[config.mk]
export PLATFORM = sky130hd
export DESIGN_NAME = cacheline_adapter_flat
export DESIGN_NICKNAME = d
export VERILOG_FILES = /design/src/rtl/cacheline_adapter_pkg.sv /design/src/rtl/cacheline_adapter_if.sv /design/src/rtl/cacheline_adapter_line_beat_buffer.sv /design/src/rtl/cacheline_adapter.sv /design/src/flat_wrapper.sv
export SDC_FILE = /design/constraint.sdc
export NUM_CORES = 1
export LEC_CHECK = 0
export ABC_AREA = 1
export BUFFER_PORTS_ARGS = -buffer_cell sky130_fd_sc_hd__buf_2
export CAP_MARGIN = 20
export CORE_AREA = 2 2 279 281
export CTS_BUF_LIST = sky130_fd_sc_hd__clkbuf_16
export DETAILED_ROUTE_END_ITERATION = 10
export DIE_AREA = 0 0 281 283
export HOLD_SLACK_MARGIN = 0.08
export MAX_ROUTING_LAYER = met4
export PLACE_DENSITY = 0.61
export SETUP_SLACK_MARGIN = 0.15
export SLEW_MARGIN = 20
export SYNTH_ARGS = -nofsm -noshare
export SYNTH_HDL_FRONTEND = slang
export SYNTH_HIERARCHICAL = 1
export SYNTH_SLANG_ARGS = --single-unit
[constraint.sdc]
create_clock -name clk -period 7.2 [get_ports clk]
set_clock_uncertainty 0.15 [all_clocks]
set_input_delay 0.36 -clock clk [delete_from_list [all_inputs] [get_ports clk]]
set_output_delay 0.36 -clock clk [all_outputs]
set_load 0.05 [all_outputs]
[src/rtl/cacheline_adapter_pkg.sv]
`default_nettype none
// ============================================================================
// Module      : cacheline_adapter_pkg
// Description : Shared constants, FSM state type and address helper for the
//               cache-line to burst-memory adapter.
// Revision    : 1.0 - initial release
// ============================================================================
package cacheline_adapter_pkg;

  localparam int LINE_W     = 256;
  localparam int BEAT_W     = 64;
  localparam int BURST_LEN  = 4;
  localparam int OFFSET_W   = 5;
  localparam int BEAT_IDX_W = 2;

  typedef enum logic [1:0] {
    IDLE = 2'd0,
    RD   = 2'd1,
    WR   = 2'd2,
    DONE = 2'd3
  } state_e;

  // Clears the byte-offset bits so the burst always starts on a line boundary.
  function automatic logic [31:0] line_align(input logic [31:0] addr);
    return addr & ~((32'd1 << OFFSET_W) - 32'd1);
  endfunction

endpackage
`default_nettype wire

[src/rtl/cacheline_adapter_if.sv]
`default_nettype none
// ============================================================================
// Module      : cacheline_adapter_if / cacheline_burst_if
// Description : Cache-side line interface and memory-side burst interface.
//               master = initiator of requests, slave = responder.
// Revision    : 1.0 - initial release
// ============================================================================
interface cacheline_adapter_if;
  import cacheline_adapter_pkg::*;

  logic              pmem_read;
  logic              pmem_write;
  logic [31:0]       pmem_address;
  logic [LINE_W-1:0] pmem_wdata;
  logic [LINE_W-1:0] pmem_rdata;
  logic              pmem_resp;

  modport master (
    output pmem_read, pmem_write, pmem_address, pmem_wdata,
    input  pmem_rdata, pmem_resp
  );

  modport slave (
    input  pmem_read, pmem_write, pmem_address, pmem_wdata,
    output pmem_rdata, pmem_resp
  );
endinterface

interface cacheline_burst_if;
  import cacheline_adapter_pkg::*;

  logic [31:0]       burst_address;
  logic              burst_read;
  logic              burst_write;
  logic [BEAT_W-1:0] burst_wdata;
  logic [BEAT_W-1:0] burst_rdata;
  logic              burst_resp;

  modport master (
    output burst_address, burst_read, burst_write, burst_wdata,
    input  burst_rdata, burst_resp
  );

  modport slave (
    input  burst_address, burst_read, burst_write, burst_wdata,
    output burst_rdata, burst_resp
  );
endinterface
`default_nettype wire

[src/rtl/cacheline_adapter_line_beat_buffer.sv]
`default_nettype none
// ============================================================================
// Module      : line_beat_buffer
// Description : 256-bit line register with whole-line load, beat-indexed
//               64-bit load and beat-indexed 64-bit select.
// Revision    : 1.0 - initial release
// ============================================================================
module line_beat_buffer
  import cacheline_adapter_pkg::*;
(
  input  wire logic                  clk,
  input  wire logic                  rst,
  input  wire logic                  i_load_line,
  input  wire logic [LINE_W-1:0]     i_line,
  input  wire logic                  i_load_beat,
  input  wire logic [BEAT_IDX_W-1:0] i_beat_idx,
  input  wire logic [BEAT_W-1:0]     i_beat,
  input  wire logic [BEAT_IDX_W-1:0] i_sel_idx,
  output logic      [BEAT_W-1:0]     o_sel_beat,
  output logic      [LINE_W-1:0]     o_line
);

  logic [LINE_W-1:0] r_line;

  // Line storage: a whole-line load takes priority; the adapter never asks for both.
  always_ff @(posedge clk) begin
    if (rst) begin
      r_line <= '0;
    end else if (i_load_line) begin
      r_line <= i_line;
    end else if (i_load_beat) begin
      r_line[i_beat_idx*BEAT_W +: BEAT_W] <= i_beat;
    end
  end

  assign o_sel_beat = r_line[i_sel_idx*BEAT_W +: BEAT_W];
  assign o_line     = r_line;

endmodule
`default_nettype wire

[src/rtl/cacheline_adapter.sv]
`default_nettype none
// ============================================================================
// Module      : cacheline_adapter
// Description : Accepts one 256-bit line read/write from a cache and moves it
//               as a 4-beat 64-bit burst to memory, then pulses pmem_resp.
//               Optional macro CACHELINE_ADAPTER_EARLY_RESP_EN removes the
//               DONE cycle and responds combinationally on the final beat.
// Revision    : 1.0 - initial release
// ============================================================================
module cacheline_adapter #(
  parameter int BEAT_W    = 64,
  parameter int BURST_LEN = 4
) (
  input  wire logic           clk,
  input  wire logic           rst,
  cacheline_adapter_if.slave  pmem,
  cacheline_burst_if.master   burst
);
  import cacheline_adapter_pkg::*;

  localparam logic [BEAT_IDX_W-1:0] c_last_beat = BEAT_IDX_W'(BURST_LEN - 1);

  state_e                  r_state;
  logic [BEAT_IDX_W-1:0]   r_beat;
  logic                    r_burst_read;
  logic                    r_burst_write;
  logic [31:0]             r_address;
  logic [LINE_W-1:0]       r_rdata;
`ifndef CACHELINE_ADAPTER_EARLY_RESP_EN
  logic                    r_resp;
`endif

  logic                    w_final_beat;
  logic                    w_load_line;
  logic                    w_load_beat;
  logic [BEAT_W-1:0]       w_sel_beat;
  logic [LINE_W-1:0]       w_buf_line;
  logic [LINE_W-1:0]       w_full_line;

  assign w_final_beat = ((r_state == RD) || (r_state == WR)) &&
                        burst.burst_resp && (r_beat == c_last_beat);
  assign w_load_line  = (r_state == IDLE) && pmem.pmem_write;
  assign w_load_beat  = (r_state == RD) && burst.burst_resp;

  line_beat_buffer u_line_buf (
    .clk         (clk),
    .rst         (rst),
    .i_load_line (w_load_line),
    .i_line      (pmem.pmem_wdata),
    .i_load_beat (w_load_beat),
    .i_beat_idx  (r_beat),
    .i_beat      (burst.burst_rdata),
    .i_sel_idx   (r_beat),
    .o_sel_beat  (w_sel_beat),
    .o_line      (w_buf_line)
  );

  // Completed read line: three buffered beats with the in-flight last beat on top.
  always_comb begin
    w_full_line                          = w_buf_line;
    w_full_line[LINE_W-1 -: BEAT_W]      = burst.burst_rdata;
  end

  // Request FSM, beat counter and registered burst/response outputs.
  always_ff @(posedge clk) begin
    if (rst) begin
      r_state       <= IDLE;
      r_beat        <= '0;
      r_burst_read  <= 1'b0;
      r_burst_write <= 1'b0;
      r_address     <= '0;
      r_rdata       <= '0;
`ifndef CACHELINE_ADAPTER_EARLY_RESP_EN
      r_resp        <= 1'b0;
`endif
    end else begin
`ifndef CACHELINE_ADAPTER_EARLY_RESP_EN
      r_resp <= 1'b0;
`endif
      case (r_state)
        IDLE: begin
          // Write wins when both requests are present.
          if (pmem.pmem_write) begin
            r_address     <= line_align(pmem.pmem_address);
            r_beat        <= '0;
            r_burst_write <= 1'b1;
            r_state       <= WR;
          end else if (pmem.pmem_read) begin
            r_address     <= line_align(pmem.pmem_address);
            r_beat        <= '0;
            r_burst_read  <= 1'b1;
            r_state       <= RD;
          end
        end
        RD: begin
          if (burst.burst_resp) begin
            r_beat <= r_beat + 1'b1;
            if (r_beat == c_last_beat) begin
              r_rdata      <= w_full_line;
              r_burst_read <= 1'b0;
`ifdef CACHELINE_ADAPTER_EARLY_RESP_EN
              r_state      <= IDLE;
`else
              r_resp       <= 1'b1;
              r_state      <= DONE;
`endif
            end
          end
        end
        WR: begin
          if (burst.burst_resp) begin
            r_beat <= r_beat + 1'b1;
            if (r_beat == c_last_beat) begin
              r_burst_write <= 1'b0;
`ifdef CACHELINE_ADAPTER_EARLY_RESP_EN
              r_state       <= IDLE;
`else
              r_resp        <= 1'b1;
              r_state       <= DONE;
`endif
            end
          end
        end
        DONE: begin
          r_state <= IDLE;
        end
        default: begin
          r_state <= IDLE;
        end
      endcase
    end
  end

  assign burst.burst_address = r_address;
  assign burst.burst_read    = r_burst_read;
  assign burst.burst_write   = r_burst_write;
  // Write beats only appear on the bus while a write burst is active.
  assign burst.burst_wdata   = (r_state == WR) ? w_sel_beat : '0;

`ifdef CACHELINE_ADAPTER_EARLY_RESP_EN
  assign pmem.pmem_resp  = w_final_beat;
  assign pmem.pmem_rdata = (w_final_beat && (r_state == RD)) ? w_full_line : r_rdata;
`else
  assign pmem.pmem_resp  = r_resp;
  assign pmem.pmem_rdata = r_rdata;
  // Only the early-response build consumes the combinational final-beat term.
  logic w_final_beat_unused;
  assign w_final_beat_unused = w_final_beat;
`endif

endmodule
`default_nettype wire

[src/flat_wrapper.sv]
// flat-port wrapper written by rule: the top's interface ports become plain ports
module cacheline_adapter_flat import cacheline_adapter_pkg::*;
#(
  parameter int BEAT_W    = 64,
  parameter int BURST_LEN = 4
)
  (clk, rst, pmem_pmem_read, pmem_pmem_write, pmem_pmem_address, pmem_pmem_wdata, pmem_pmem_rdata, pmem_pmem_resp, burst_burst_address, burst_burst_read, burst_burst_write, burst_burst_wdata, burst_burst_rdata, burst_burst_resp);
  cacheline_adapter_if pmem_i ();
  cacheline_burst_if burst_i ();
  input  wire logic clk;
  input  wire logic rst;
  input wire logic [$bits(pmem_i.pmem_read)-1:0] pmem_pmem_read;
  input wire logic [$bits(pmem_i.pmem_write)-1:0] pmem_pmem_write;
  input wire logic [$bits(pmem_i.pmem_address)-1:0] pmem_pmem_address;
  input wire logic [$bits(pmem_i.pmem_wdata)-1:0] pmem_pmem_wdata;
  output wire logic [$bits(pmem_i.pmem_rdata)-1:0] pmem_pmem_rdata;
  output wire logic [$bits(pmem_i.pmem_resp)-1:0] pmem_pmem_resp;
  output wire logic [$bits(burst_i.burst_address)-1:0] burst_burst_address;
  output wire logic [$bits(burst_i.burst_read)-1:0] burst_burst_read;
  output wire logic [$bits(burst_i.burst_write)-1:0] burst_burst_write;
  output wire logic [$bits(burst_i.burst_wdata)-1:0] burst_burst_wdata;
  input wire logic [$bits(burst_i.burst_rdata)-1:0] burst_burst_rdata;
  input wire logic [$bits(burst_i.burst_resp)-1:0] burst_burst_resp;
  assign pmem_i.pmem_read = pmem_pmem_read;
  assign pmem_i.pmem_write = pmem_pmem_write;
  assign pmem_i.pmem_address = pmem_pmem_address;
  assign pmem_i.pmem_wdata = pmem_pmem_wdata;
  assign pmem_pmem_rdata = pmem_i.pmem_rdata;
  assign pmem_pmem_resp = pmem_i.pmem_resp;
  assign burst_burst_address = burst_i.burst_address;
  assign burst_burst_read = burst_i.burst_read;
  assign burst_burst_write = burst_i.burst_write;
  assign burst_burst_wdata = burst_i.burst_wdata;
  assign burst_i.burst_rdata = burst_burst_rdata;
  assign burst_i.burst_resp = burst_burst_resp;
  cacheline_adapter #(.BEAT_W(BEAT_W), .BURST_LEN(BURST_LEN)) u_core (.clk(clk), .rst(rst), .pmem(pmem_i), .burst(burst_i));
endmodule
==> results.yml <==
run_status:
  status: "finished, final reports clean"
floorplan:
  rows: 102
  initial_core_util: 0.3581
  die_area_mm2: 0.07952
  fp.dieW_um: 281
  coreArea_mm2: 0.07670
  ios: 712
  die_y_um: 283
route:
  drt-wirelength-per-cell_um: 20.92
  via_count: 33220
  drt_iter0_drc: 3813
  detail-route-antenna-nets: 0
  drt-pass1-iter-count: 8
  vias_per_cell: 5.365
  drc: 0
  drt-total-wl_um: 129500
critical_path:
  slowest_delay_ns: 0.78
  cpLargestDelayFamily: "buffers and inverters"
  worst-path-stages: 8
  cp.arrival_ns: 3.98
  critical_path_class: "flip-flop to primary output"
  r2r_cells: 10
  cp_num_buf_inv: 5
  cp-end-kind: "primary output"
  start_kind: "flip-flop"
  cp_max_fo: 68
  cp.required_ns: 6.69
  critPathMostFrequentCell: "buf_4"
  crit_path_cell_trace: "buf_4, inv_4, buf_4, o21ai_0, o22ai_1, nand2_1, inv_1, buf_2"
  worst_path_max_delay_cell: "buf_4"
cells_and_area:
  finalCoreUtilization: 0.4860
  area_growth_pct: 35.71
  final_nets: 5464
  final_layout_size_suffix_gt1_frac: 0.1659
  mostFrequentLayoutCells: "nand2_1 (1,132), buf_2 (700), nand3_1 (671)"
  layout_commonest_cell: "nand2_1"
  final_area_mm2: 0.03728
logic_synthesis:
  syn_area_mm2: 0.02747
  synthAdderAreaFrac: 0.005010
  yosysSeqAreaShare: 0.3979
  synth-xor-area-share: 0
  synth.distinct_cells: 25
  synthCells: 4231
  synth_top_family_by_area: "simple AND/OR/NAND/NOR gates"
  synth_seq_cells: 546
  synth_compound_area_frac: 0.1376
  yosys.area_share.simple: 0.3439
  synth_area_per_cell_um2: 6.493
  synth.yosys.warnings: 6
  muxShareOfSynthArea: 0
place:
  io_buffers: 701
  finalWeightedCongestion: 0.8882
  placed_area_mm2: 0.03094
  dp_hpwl_um: 73780
  pre_cts_ws_ns: 3.393
sta:
  setup_slack_ns: 2.710
  finalHoldViolations: 0
  drv_slew: 0
  hold_slack_ns: 0.1159
  max_freq_ghz: 0.2227
  finalSetupViolations: 0
  rsz0062_at_grt: "no"
  fin_crit_ns: 4.490
  setup-tns-final_ns: 0
  worstMarginPinSlew_ns: 1.237
  maxSlewHeadroom: 0.1753
  period_share: 0.6236
clock_network:
  clkTransAtPathRegs_ns: 0.06
  worstSkewPairLatency_ns: 0.61
  cts.sinks: 546
  numCtsBuffers: 66
  clock_tree.root_cell: "clkbuf_16"
  htreeDepth: 3
  max-clock-path-buffers: 3
  tritoncts: "yes"
grt:
  first_global_vias: 31370
  grt_max_degree: 208
  antenna_found_initial: 7
  grt.total_usage: 0.3172
  gr-total-overflow: 0
  grt_pass1_wl_um: 190800
power:
  power.share.clock: 0.287
  p_leak_nw: 16.94
  power.density_mw_per_mm2: 298.5
  combPwrFrac: 0.377
  power_frac_seq: 0.337
  switchingPower_w: 0.004723
  switching_share: 0.4245
  internal_power_w: 0.006403
  ir_drop_mv: 0.2184
hold_path:
  hold_class: "input pin to flip-flop"
  min_path_cells: 5
job:
  maxCapViolations: 0
==> path summary, 6_finish.rpt <==
| kind | startpoint | to | slack (ns) |
|---|---|---|---|
| worst min register to register | u_core/pmem.pmem_rdata[100] | u_core/pmem.pmem_rdata[100] | 0.31 |
| worst max-delay path | u_core/r_beat[0] | burst_burst_wdata[30] | 2.71 |
| worst max register to register | u_core/r_beat[0] | u_core/u_line_buf/o_line[104] | 2.88 |
| worst min-delay path | pmem_pmem_wdata[189] | u_core/u_line_buf/o_line[189] | 0.12 |
==> worst reg2reg max path: stages (launching register included) <==
cell           delay (ns)
dfxtp_4              0.68
inv_1                0.30
ha_4                 0.37
nor2_8               0.13
buf_4                0.87
inv_2                0.12
nor2_4               0.12
buf_4                0.60
nand2_1              0.14
a21oi_1              0.19
dlygate4sd3_1        0.58
==> flip-flops by register name, indices dropped and copies added, names as in the netlist <==
name / cells
u_core/burst.burst_address: 27
u_core/burst.burst_read: 1
u_core/burst.burst_write: 1
u_core/pmem.pmem_rdata: 256
u_core/pmem.pmem_resp: 1
u_core/r_beat: 2
u_core/r_state: 2
u_core/u_line_buf/o_line: 256
==> power groups by stage <==
stage	Combinational [W]	Sequential [W]	Clock [W]
after floorplan	0.00254	0.00381	0
after global placement	0.00375	0.00379	0
after detailed placement	0.00379	0.00379	0
after global routing	0.00449	0.00378	0.00336
final	0.00419	0.00374	0.00319
after CTS	0.00408	0.00373	0.00323
==> per-stage QoR <==
step	power, W	instances
5_1_grt	0.01163	6189
2_1_floorplan	0.006345	4235
3_3_place_gp	0.007538	5639
4_1_cts	0.01104	6183
3_5_place_dp	0.007579	5640
6_report	0.01113	6191
==> layer usage <==
metal,vias up,wire length [um],track usage
li1,15400,-,-
met1,15500,52350,0.4028
met2,1967,58920,0.4938
met3,350,12250,0.05038
met4,0,5970,0.1448
met5,-,0,-
==> timing repair <==
item | in CTS | in global routing
setup buffers | 0 | 0
hold buffers | 428 | 0
resized for setup | 0 | 0
endpoints found under the hold margin | 354 | 0
==> cell families after synthesis <==
kind of cell    count (synthesis)
fa+ha+maj                      11
compound gates                739
simple gates                 2217
buf+inv                       717
flops                         546
other cells                     1
==> area by class of cell <==
type | instances | area, um^2
well taps | 1040 | 1301
multi-input cells | 2972 | 13530
clock inverters | 45 | 265.3
clock buffers | 70 | 1752
fillers | 7733 | 39420
repair buffers | 1167 | 8158
diodes | 8 | 20.02
flip-flops and latches | 546 | 10940
inverters | 343 | 1313
==> cells in the mapped netlist (all sizes together) <==
library cell / instances / area, um^2
ha: 11 / 137.6
o21ai: 132 / 660.6
a21oi: 543 / 2718
nand3: 672 / 3368
nand4: 2 / 12.51
nand2: 1142 / 4292
nor2: 336 / 1292
dfxtp: 546 / 10930
conb: 1 / 3.750
inv: 343 / 1290
buf: 245 / 1398
o22ai: 64 / 400.4
clkbuf: 129 / 484.2
nor3: 2 / 10.01
nand3b: 63 / 473.0
Power figures use the tool's default switching activity.
